===== src/rtl/spi_dev_fread_pkg.sv =====
// spi_dev_fread_pkg: shared constants, descriptor layout and tag-width helper for the fread engine
package spi_dev_fread_pkg;
    localparam logic [7:0] CMD_GET_BYTE = 8'hf8;
    localparam logic [7:0] CMD_PUT_BYTE = 8'hf9;
    localparam int DESC_BYTES = 11;
    localparam logic [7:0] NO_DESC_BYTE = 8'hff;
    // Sized for the largest legal QDEPTH / LEN_W so the layout is fixed.
    typedef struct packed {
        logic [3:0]  tag;
        logic [31:0] file_id;
        logic [31:0] offset;
        logic [15:0] len;
    } desc_t;
    typedef enum logic [1:0] {CMD_IDLE, CMD_GET, CMD_PUT} cmd_e;
    function automatic int tag_w(input int q);
        return (q <= 2) ? 1 : $clog2(q);
    endfunction
endpackage


===== src/rtl/fread_desc_fifo.sv =====
// fread_desc_fifo: show-ahead descriptor FIFO of DEPTH entries.
// Ports: clk/rst, push_i + wdata_i write, pop_i advances head, rdata_o is the head, empty_o.
module fread_desc_fifo import spi_dev_fread_pkg::*; #(
    parameter int DEPTH = 4,
    localparam int AW = tag_w(DEPTH)
) (
    input  logic  clk,
    input  logic  rst,
    input  logic  push_i,
    input  logic  pop_i,
    input  desc_t wdata_i,
    output desc_t rdata_o,
    output logic  empty_o
);
    desc_t mem_q [DEPTH];
    logic [AW-1:0] wp_q, rp_q;
    logic [AW:0] cnt_q;
    logic do_pop;
    assign empty_o = (cnt_q == '0);
    assign do_pop = pop_i && !empty_o;
    assign rdata_o = mem_q[rp_q];
    always_ff @(posedge clk or posedge rst) begin
        if (rst) begin
            wp_q <= '0;
            rp_q <= '0;
            cnt_q <= '0;
        end else begin
            if (push_i) wp_q <= wp_q + 1'b1;
            if (do_pop) rp_q <= rp_q + 1'b1;
            cnt_q <= cnt_q + {{AW{1'b0}}, push_i} - {{AW{1'b0}}, do_pop};
        end
    end
    always_ff @(posedge clk) begin
        if (push_i) mem_q[wp_q] <= wdata_i;
    end
endmodule


===== src/rtl/spi_dev_fread_mq.sv =====
// spi_dev_fread_mq: tagged multi-outstanding file-read engine behind the SPI protocol wrapper.
// Ports: pw_* wrapper byte interface (GET/PUT commands), req_* fabric request handshake,
// resp_* tagged response byte stream, pending = allocated slot mask.
module spi_dev_fread_mq import spi_dev_fread_pkg::*; #(
    parameter int QDEPTH = 4,
    parameter int LEN_W = 16,
    localparam int TW = tag_w(QDEPTH)
) (
    input  logic             clk,
    input  logic             rst,
    input  logic [7:0]       pw_wdata,
    input  logic             pw_wcmd,
    input  logic             pw_wstb,
    input  logic             pw_end,
    output logic             pw_req,
    input  logic             pw_gnt,
    output logic [7:0]       pw_rdata,
    output logic             pw_rstb,
    output logic             pw_irq,
    input  logic [31:0]      req_file_id,
    input  logic [31:0]      req_offset,
    input  logic [LEN_W-1:0] req_len,
    input  logic             req_valid,
    output logic             req_ready,
    output logic [TW-1:0]    req_tag,
    output logic [7:0]       resp_data,
    output logic [TW-1:0]    resp_tag,
    output logic             resp_valid,
    output logic             resp_last,
    output logic             resp_err,
    output logic [QDEPTH-1:0] pending
);
    cmd_e cmd_q;
    logic [QDEPTH-1:0] busy_q, busy_d;
    logic [LEN_W-1:0] rem_q [QDEPTH];
    logic [LEN_W-1:0] rem_d [QDEPTH];
    logic [LEN_W-1:0] cur_rem;
    logic [3:0] idx_q;
    logic [TW-1:0] ptag_q, free_tag;
    logic first_q, ok_q, exh_q, ovr_q;
    logic any_free, push, pop, empty, send_desc, send_ff;
    logic put_byte, tag_bad, data_ok, data_ovr, zero_free;
    desc_t head, new_desc;
    logic [87:0] desc_v;
    logic [7:0] get_byte;
    always_comb begin
        free_tag = '0;
        any_free = 1'b0;
        for (int i = QDEPTH - 1; i >= 0; i--) begin
            if (!busy_q[i]) begin
                free_tag = TW'(i);
                any_free = 1'b1;
            end
        end
    end
    assign req_ready = any_free;
    assign req_tag = free_tag;
    assign pending = busy_q;
    assign pw_irq = !empty;
    assign pw_req = (cmd_q == CMD_GET);
    assign push = req_valid && any_free;
    assign new_desc = {4'(free_tag), req_file_id, req_offset, 16'(req_len)};
    fread_desc_fifo #(.DEPTH(QDEPTH)) u_fifo (
        .clk(clk), .rst(rst), .push_i(push), .pop_i(pop),
        .wdata_i(new_desc), .rdata_o(head), .empty_o(empty)
    );
    // Byte 0 is {pad, tag}; remaining fields follow big-endian.
    assign desc_v = {4'b0000, head};
    assign get_byte = desc_v[7'd80 - {idx_q, 3'b000} +: 8];
    // idx_q parks at 4'hf after the no-descriptor byte so nothing more is sent.
    assign send_desc = pw_req && pw_gnt && !empty && (idx_q < 4'(DESC_BYTES));
    assign send_ff = pw_req && pw_gnt && empty && (idx_q == 4'd0);
    assign pop = pw_end && pw_req && (idx_q == 4'(DESC_BYTES));
    assign put_byte = pw_wstb && !pw_wcmd && (cmd_q == CMD_PUT);
    assign tag_bad = (pw_wdata >= 8'(QDEPTH)) || !busy_q[pw_wdata[TW-1:0]];
    assign cur_rem = rem_q[ptag_q];
    // exh_q guards against a slot freed earlier in this PUT being reallocated meanwhile.
    assign data_ok = put_byte && !first_q && ok_q && !exh_q && (cur_rem != '0);
    assign data_ovr = put_byte && !first_q && ok_q && !data_ok;
    assign zero_free = pw_end && (cmd_q == CMD_PUT) && !first_q && ok_q && !exh_q && (cur_rem == '0);
    always_comb begin
        busy_d = busy_q;
        rem_d = rem_q;
        if (data_ok) begin
            rem_d[ptag_q] = cur_rem - LEN_W'(1);
            if (cur_rem == LEN_W'(1)) busy_d[ptag_q] = 1'b0;
        end
        if (zero_free) busy_d[ptag_q] = 1'b0;
        if (push) begin
            busy_d[free_tag] = 1'b1;
            rem_d[free_tag] = req_len;
        end
    end
    always_ff @(posedge clk or posedge rst) begin
        if (rst) begin
            cmd_q <= CMD_IDLE;
            busy_q <= '0;
            rem_q <= '{default: '0};
            idx_q <= '0;
            ptag_q <= '0;
            first_q <= 1'b0;
            ok_q <= 1'b0;
            exh_q <= 1'b0;
            ovr_q <= 1'b0;
            pw_rdata <= 8'h00;
            pw_rstb <= 1'b0;
            resp_data <= 8'h00;
            resp_tag <= '0;
            resp_valid <= 1'b0;
            resp_last <= 1'b0;
            resp_err <= 1'b0;
        end else begin
            busy_q <= busy_d;
            rem_q <= rem_d;
            pw_rstb <= send_desc || send_ff;
            if (send_desc) begin
                pw_rdata <= get_byte;
                idx_q <= idx_q + 4'd1;
            end else if (send_ff) begin
                pw_rdata <= NO_DESC_BYTE;
                idx_q <= 4'hf;
            end
            resp_valid <= data_ok;
            resp_last <= data_ok && (cur_rem == LEN_W'(1));
            resp_err <= (put_byte && first_q && tag_bad) || (data_ovr && !ovr_q);
            if (data_ok) begin
                resp_data <= pw_wdata;
                resp_tag <= ptag_q;
            end
            if (data_ok && cur_rem == LEN_W'(1)) exh_q <= 1'b1;
            if (data_ovr) ovr_q <= 1'b1;
            if (put_byte && first_q) begin
                first_q <= 1'b0;
                ok_q <= !tag_bad;
                ptag_q <= pw_wdata[TW-1:0];
            end
            if (pw_end) begin
                cmd_q <= CMD_IDLE;
            end else if (pw_wstb && pw_wcmd) begin
                cmd_q <= (pw_wdata == CMD_GET_BYTE) ? CMD_GET : (pw_wdata == CMD_PUT_BYTE) ? CMD_PUT : CMD_IDLE;
                idx_q <= '0;
                first_q <= 1'b1;
                ok_q <= 1'b0;
                exh_q <= 1'b0;
                ovr_q <= 1'b0;
            end
        end
    end
endmodule


===== config.mk =====
export PLATFORM = sky130hd
export DESIGN_NAME = spi_dev_fread_mq
export DESIGN_NICKNAME = d
export VERILOG_FILES = /design/src/rtl/spi_dev_fread_pkg.sv /design/src/rtl/fread_desc_fifo.sv /design/src/rtl/spi_dev_fread_mq.sv
export SDC_FILE = /design/constraint.sdc
export NUM_CORES = 1
export LEC_CHECK = 0
export CORE_MARGIN = 2
export CORE_UTILIZATION = 46
export DETAILED_ROUTE_END_ITERATION = 8
export PLACE_DENSITY_LB_ADDON = 0.05
export SYNTH_ARGS = -nofsm -noshare
export SYNTH_HDL_FRONTEND = slang
export SYNTH_HIERARCHICAL = 1
export SYNTH_SLANG_ARGS = --single-unit

===== constraint.sdc =====
create_clock -name clk -period 3.1 [get_ports clk]
set_input_delay 0.31 -clock clk [delete_from_list [all_inputs] [get_ports clk]]
set_output_delay 0.31 -clock clk [all_outputs]
set_load 0.02 [all_outputs]

After elaboration in Yosys (flattened, before gate mapping)
Memory sizes are Yosys's and may differ from the RTL's.
Cells that the tools add are included.

word-level totals
  memories = 1
  latch bits = 0
  RAM bits = 328
  logic and storage cells = 154
  bits of input ports = 95
  bits in registers = 109
  ROM bits = 0
  output and inout port bits = 31

operators by class
  muxes and demuxes = 53
  $lt $le $gt $ge = 11
  bitwise operators = 6
  multiply operators = 0
  shift-type cells = 1
  add/subtract/negate cells = 7
  equality and inequality tests = 6
  div/mod/pow operators = 0
  reductions and logical operators = 47

memory list
  name          words  bits a word  read ports  clocked after memory_dff  wr ports  RTL line               source
  u_fifo.mem_q  4      82           1           0                         1         fread_desc_fifo.sv:15  desc_t mem_q [DEPTH];

operators by type and width
  operator               number
  $bwmux 64              2
  $mux 64                2
  $shiftx 88x8->8        1
  $demux 16 s2           2
  $mux 16                4
  $bmux 16 s2            1
  $mux 4                 8
  $logic_and 1x1->1      30
  $mux 1                 21
  $eq 16x1->1 const B    1
  $eq 8x8->1 const B     2
  $logic_not 16->1       1
  $mux 2                 8
  $mux 8                 2
  $reduce_bool 16->1     1
  $sub 16x1->16 const B  1
  $lt 2x3->1 const B     3
  $and 4x4->4            2
  $ge 8x3->1 const B     1
  $logic_not 1->1        8
  $sub 7x7->7 const A    1
  $ge 3x3->1 const B     2
  $lt 3x1->1 const B     2
  $not 2->3              2
  17 further kinds       23

Longest topological paths before layout
  depth in word-level cells = 12
  gate-level depth with buffers = 12
  gate-level depth less buffers = 12

Cells and area by module
Netlist, hierarchy kept.

by module, submodules not included
  module            cells an instance  area an instance (um2)  seq. area each (um2)  times used
  fread_desc_fifo   475                12,563.3                10,264.8              1
  spi_dev_fread_mq  573                6,178.4                 2,552.4               1

Worst setup path after synthesis
Ideal clock, no wire load.

  kind = reg2reg
  start = register busy_q[0], in the netlist pending[0]
  end = memory u_fifo/mem_q[0][0] (netlist name) (enable)
  stages on the path, launching flop included = 4
  slack = -388 ps
  arrival time = 3,037 ps
  period minus slack after synthesis = 3,488 ps
  path buffers = 0
  library setup time = 451 ps
  data required time = 2,649 ps
  cells stage by stage = dfrtp_1 > nand4_1 > and2_1 > and2_1

between the ends
  word-level cells in the longest chain between the ends = 4

RTL lines
  what                          RTL line                 source
  start: declaration            spi_dev_fread_mq.sv:34   logic [QDEPTH-1:0] busy_q, busy_d;
  start signal: assignment      spi_dev_fread_mq.sv:113  busy_q <= busy_d;
  $mux 1                        spi_dev_fread_mq.sv:50   if (!busy_q[i]) begin
  via req_ready                 spi_dev_fread_mq.sv:24   output logic req_ready,
  $logic_and 1x1->1             spi_dev_fread_mq.sv:61   assign push = req_valid && any_free;
  via push                      spi_dev_fread_mq.sv:41   logic any_free, push, pop, empty, send_desc, send_ff;
  $mux 1                        fread_desc_fifo.sv:34    if (push_i) mem_q[wp_q] <= wdata_i;
  $mux 1 (implied by the code)  fread_desc_fifo.sv:34
  end: declaration              fread_desc_fifo.sv:15

The timed path passes the listed nets, and every way through them passes these cells.

==> results.yml <==
setup_path:
  cp_data_required_time_ns: 3.59
  cp_max_fo: 21
  worstReg2RegStart: "ptag_q[0]"
  setup.worst_path.class: "reg -> reg"
  cp.arrival_ns: 3.39
  startpoint_type: "flip-flop"
  endpoint_kind: "flip-flop"
  reg2reg_slack_ns: 0.20
  worstRegToRegCells: 10
  r2r_end: "rem_q[28]"
run_status:
  status: "complete, no violations"
worst_hold_path:
  hp-class: "in -> async"
logic_synthesis:
  synth_top_area_share_pct: 53.8
  syn_avg_cell_area_sq_um: 17.9
  synthAdderAreaFrac_pct: 0.841
  synth-main-ff-cell: "edfxtp_1"
  synth-compound-area-share_pct: 4.05
  ys_warn_count: 6
  synth_top_family_by_area: "multiplexers"
  synth_cells: 1048
  synth_cell_type_count: 63
  async_flop_share_pct: 24.5
  synth-simple-area-share_pct: 4.41
  synth_area_leaders: "edfxtp_1 (54%), dfrtp_1 (15%), mux4_2 (14%)"
  yosys.area.top_type: "edfxtp_1"
  synthXorXnorAreaFrac_pct: 0.981
  synthMuxAreaShare_pct: 18.8
  synth_seq_cells: 445
  synth_edf_count: 336
  synth.cell_area_sq_um: 18700
  yosysSeqAreaShare_pct: 68.4
timing:
  whs_ns: 0.0521
  finalHoldViolations: 0
  finalClockSkew_ns: 0.0220
  max_freq_mhz: 345
  max_slew_margin_pct: 57.5
  min_period_ns: 2.90
  layout_setup_ws_ns: 0.205
  period_share_pct: 93.4
  rsz0062_at_grt: "no"
  tightest_slew_ns: 0.636
  setup_tns_ns: 0
  setup_viol: 0
  slew_violations: 0
cts:
  cts_tree: "built"
  clk_pin_slew_ns: 0.06
  htreeDepth: 2
  numClockSinks: 445
  cts_root_buf: "clkbuf_16"
  clockBufferDepth: 3
  clock_latency_ns: 0.58
  cts-buffers-inserted: 48
cells_and_area:
  area_delta_synth_final_pct: 20.1
  layout.nets: 1337
  finish.utilization_pct: 56.3
  stdcell_area_sq_um: 22500
  drive_above_1_share_pct: 21.5
  fill_cells: 3142
placement:
  dpl-instance-area_sq_um: 20900
  dpl.hpwl_mm: 27.0
  io_buffers: 125
  globalplace.congestion: 0.776
  place_ws_ns: 0.185
pwr:
  vdd_drop_max_v: 0.000436
  p_per_area_nw_per_um2: 666
  cellLeakagePower_uw: 0.00753
grt:
  grt_overflow: 0
  grt_pass1_wl_mm: 64.6
  gr-usage-all-layers_pct: 20.5
  antenna_found_initial: 1
  use_met2_pct: 33.2
  use_met3_pct: 3.71
  grt-busiest-layer: "met2"
  grt_pass1_vias: 10600
  use_met1_pct: 28.7
  grt_max_degree: 85
detailed_routing:
  vias: 9905
  firstDrtPassIters: 5
  drtIter0Drc: 654
  ant_nets: 0
  drc_errors: 0
  wl_per_cell_um: 23.2
  vias_per_cell: 5.52
  wl_mm: 41.7
die:
  initial_core_util_pct: 46.8
  core_area_sq_um: 40000
  dieArea_sq_um: 42400
  die_w_um: 206
  rows: 73
  io_pins: 126
  die-height_um: 206
run:
  drv_cap: 0
[logic make-up after synthesis]
group,count (synthesis)
compound gates,122
xor+xnor,21
fa+ha+maj,12
buf+inv,75
flops,445
mux,205
other cells,1
simple gates,167
[cells in the final DEF, fill, tap and decap left out, drive strengths merged, types with 8 or more instances in the layout]
cell type | synthesis | routed
inv | 18 | 20
conb | 1 | 8
ha | 11 | 11
nand3 | 12 | 12
nor3 | 9 | 9
mux2 | 12 | 12
nor2 | 22 | 22
dfrtp | 109 | 109
edfxtp | 336 | 336
xnor2 | 14 | 14
o21ai | 74 | 74
mux2i | 76 | 76
clkinv | 0 | 14
mux4 | 117 | 117
a21oi | 9 | 9
clkdlybuf4s50 | 0 | 125
nand2 | 82 | 82
buf | 34 | 57
clkbuf | 23 | 65
[cell type report]
class,count,area [sq um],area share (%)
clock inverters,25,269,1.20
well taps,525,657,2.92
repair buffers,182,1820,8.07
diodes,1,2.50,0.0111
flip-flops and latches,445,12800,57.0
clock buffers,65,1340,5.94
multi-input cells,535,5530,24.6
inverters,18,70.1,0.311
[how the worst max path moves through the flow]
| stage | from | end | slack, ns |
|---|---|---|---|
| 2_1_floorplan | idx_q[0] | pw_rdata[0] | 0.06 |
| 3_3_place_gp | ptag_q[0] | resp_tag[0] | 0.23 |
| 3_5_place_dp | ptag_q[0] | rem_q[26] | 0.19 |
| 4_1_cts | ptag_q[0] | rem_q[26] | 0.16 |
| 5_1_grt | ptag_q[0] | rem_q[28] | 0.002 |
| 6_report | ptag_q[0] | rem_q[28] | 0.20 |
[metrics by stage]
step / cells / total power, uW
2_1_floorplan: 1055 / 8610
3_3_place_gp: 1705 / 9340
3_5_place_dp: 1705 / 9390
4_1_cts: 1795 / 15200
5_1_grt: 1796 / 15700
6_report: 1796 / 15000
[timing repair]
action                                 4_1_cts  5_1_grt
endpoints found under the hold margin        0        0
hold buffers                                 0        0
gates resized for setup                      0        4
setup endpoints to repair                    0       15
buffers inserted                             0        0
[power by group]
part | internal (uW) | total (uW) | switching [uW]
clock | 3390 | 5740 | 2360
sequential | 7230 | 7530 | 300
combinational | 764 | 1730 | 967
total | 11400 | 15000 | 3630
[state kept, by name, indices dropped and copies added (netlist names), 2 cells and up]
| register | flops |
|---|---|
| u_fifo/cnt_q | 3 |
| u_fifo/wp_q | 2 |
| pw_rdata | 8 |
| pending | 4 |
| cmd_q | 2 |
| ptag_q | 2 |
| u_fifo/rp_q | 2 |
| rem_q | 64 |
| u_fifo/mem_q | 336 |
| resp_data | 8 |
| idx_q | 4 |
| resp_tag | 2 |
[routing by layer]
metal  wire, um  vias to the layer above
met5          0                        -
met4       1070                        0
met3       1770                       64
met2      20600                      225
met1      18200                     5106
li1           -                     4510
[synthesized netlist by cell type (5+ instances only)]
cell type / number
xor2_1: 7
nor2_1: 22
nand2_1: 82
and2_1: 7
mux4_2: 117
o21ai_0: 14
xnor2_1: 14
mux2i_1: 76
nor2b_1: 5
inv_1: 18
buf_2: 9
nand3_1: 12
buf_12: 5
o22a_1: 7
nor3_1: 9
mux2_1: 10
ha_1: 11
a21oi_1: 9
buf_1: 5
buf_4: 6
o21ai_1: 60
clkbuf_1: 23
edfxtp_1: 336
buf_6: 9
dfrtp_1: 109
[critical path: stages, from the launching register on]
cell	delay, ns
dfrtp_1	0.41
buf_12	0.22
mux4_2	0.60
inv_1	0.21
ha_1	0.22
nor3b_1	0.20
buf_4	0.19
nand4b_1	0.13
xnor2_1	0.35
mux2i_1	0.13
o21ai_1	0.14
Note: power is estimated with default switching activity, not from simulation.
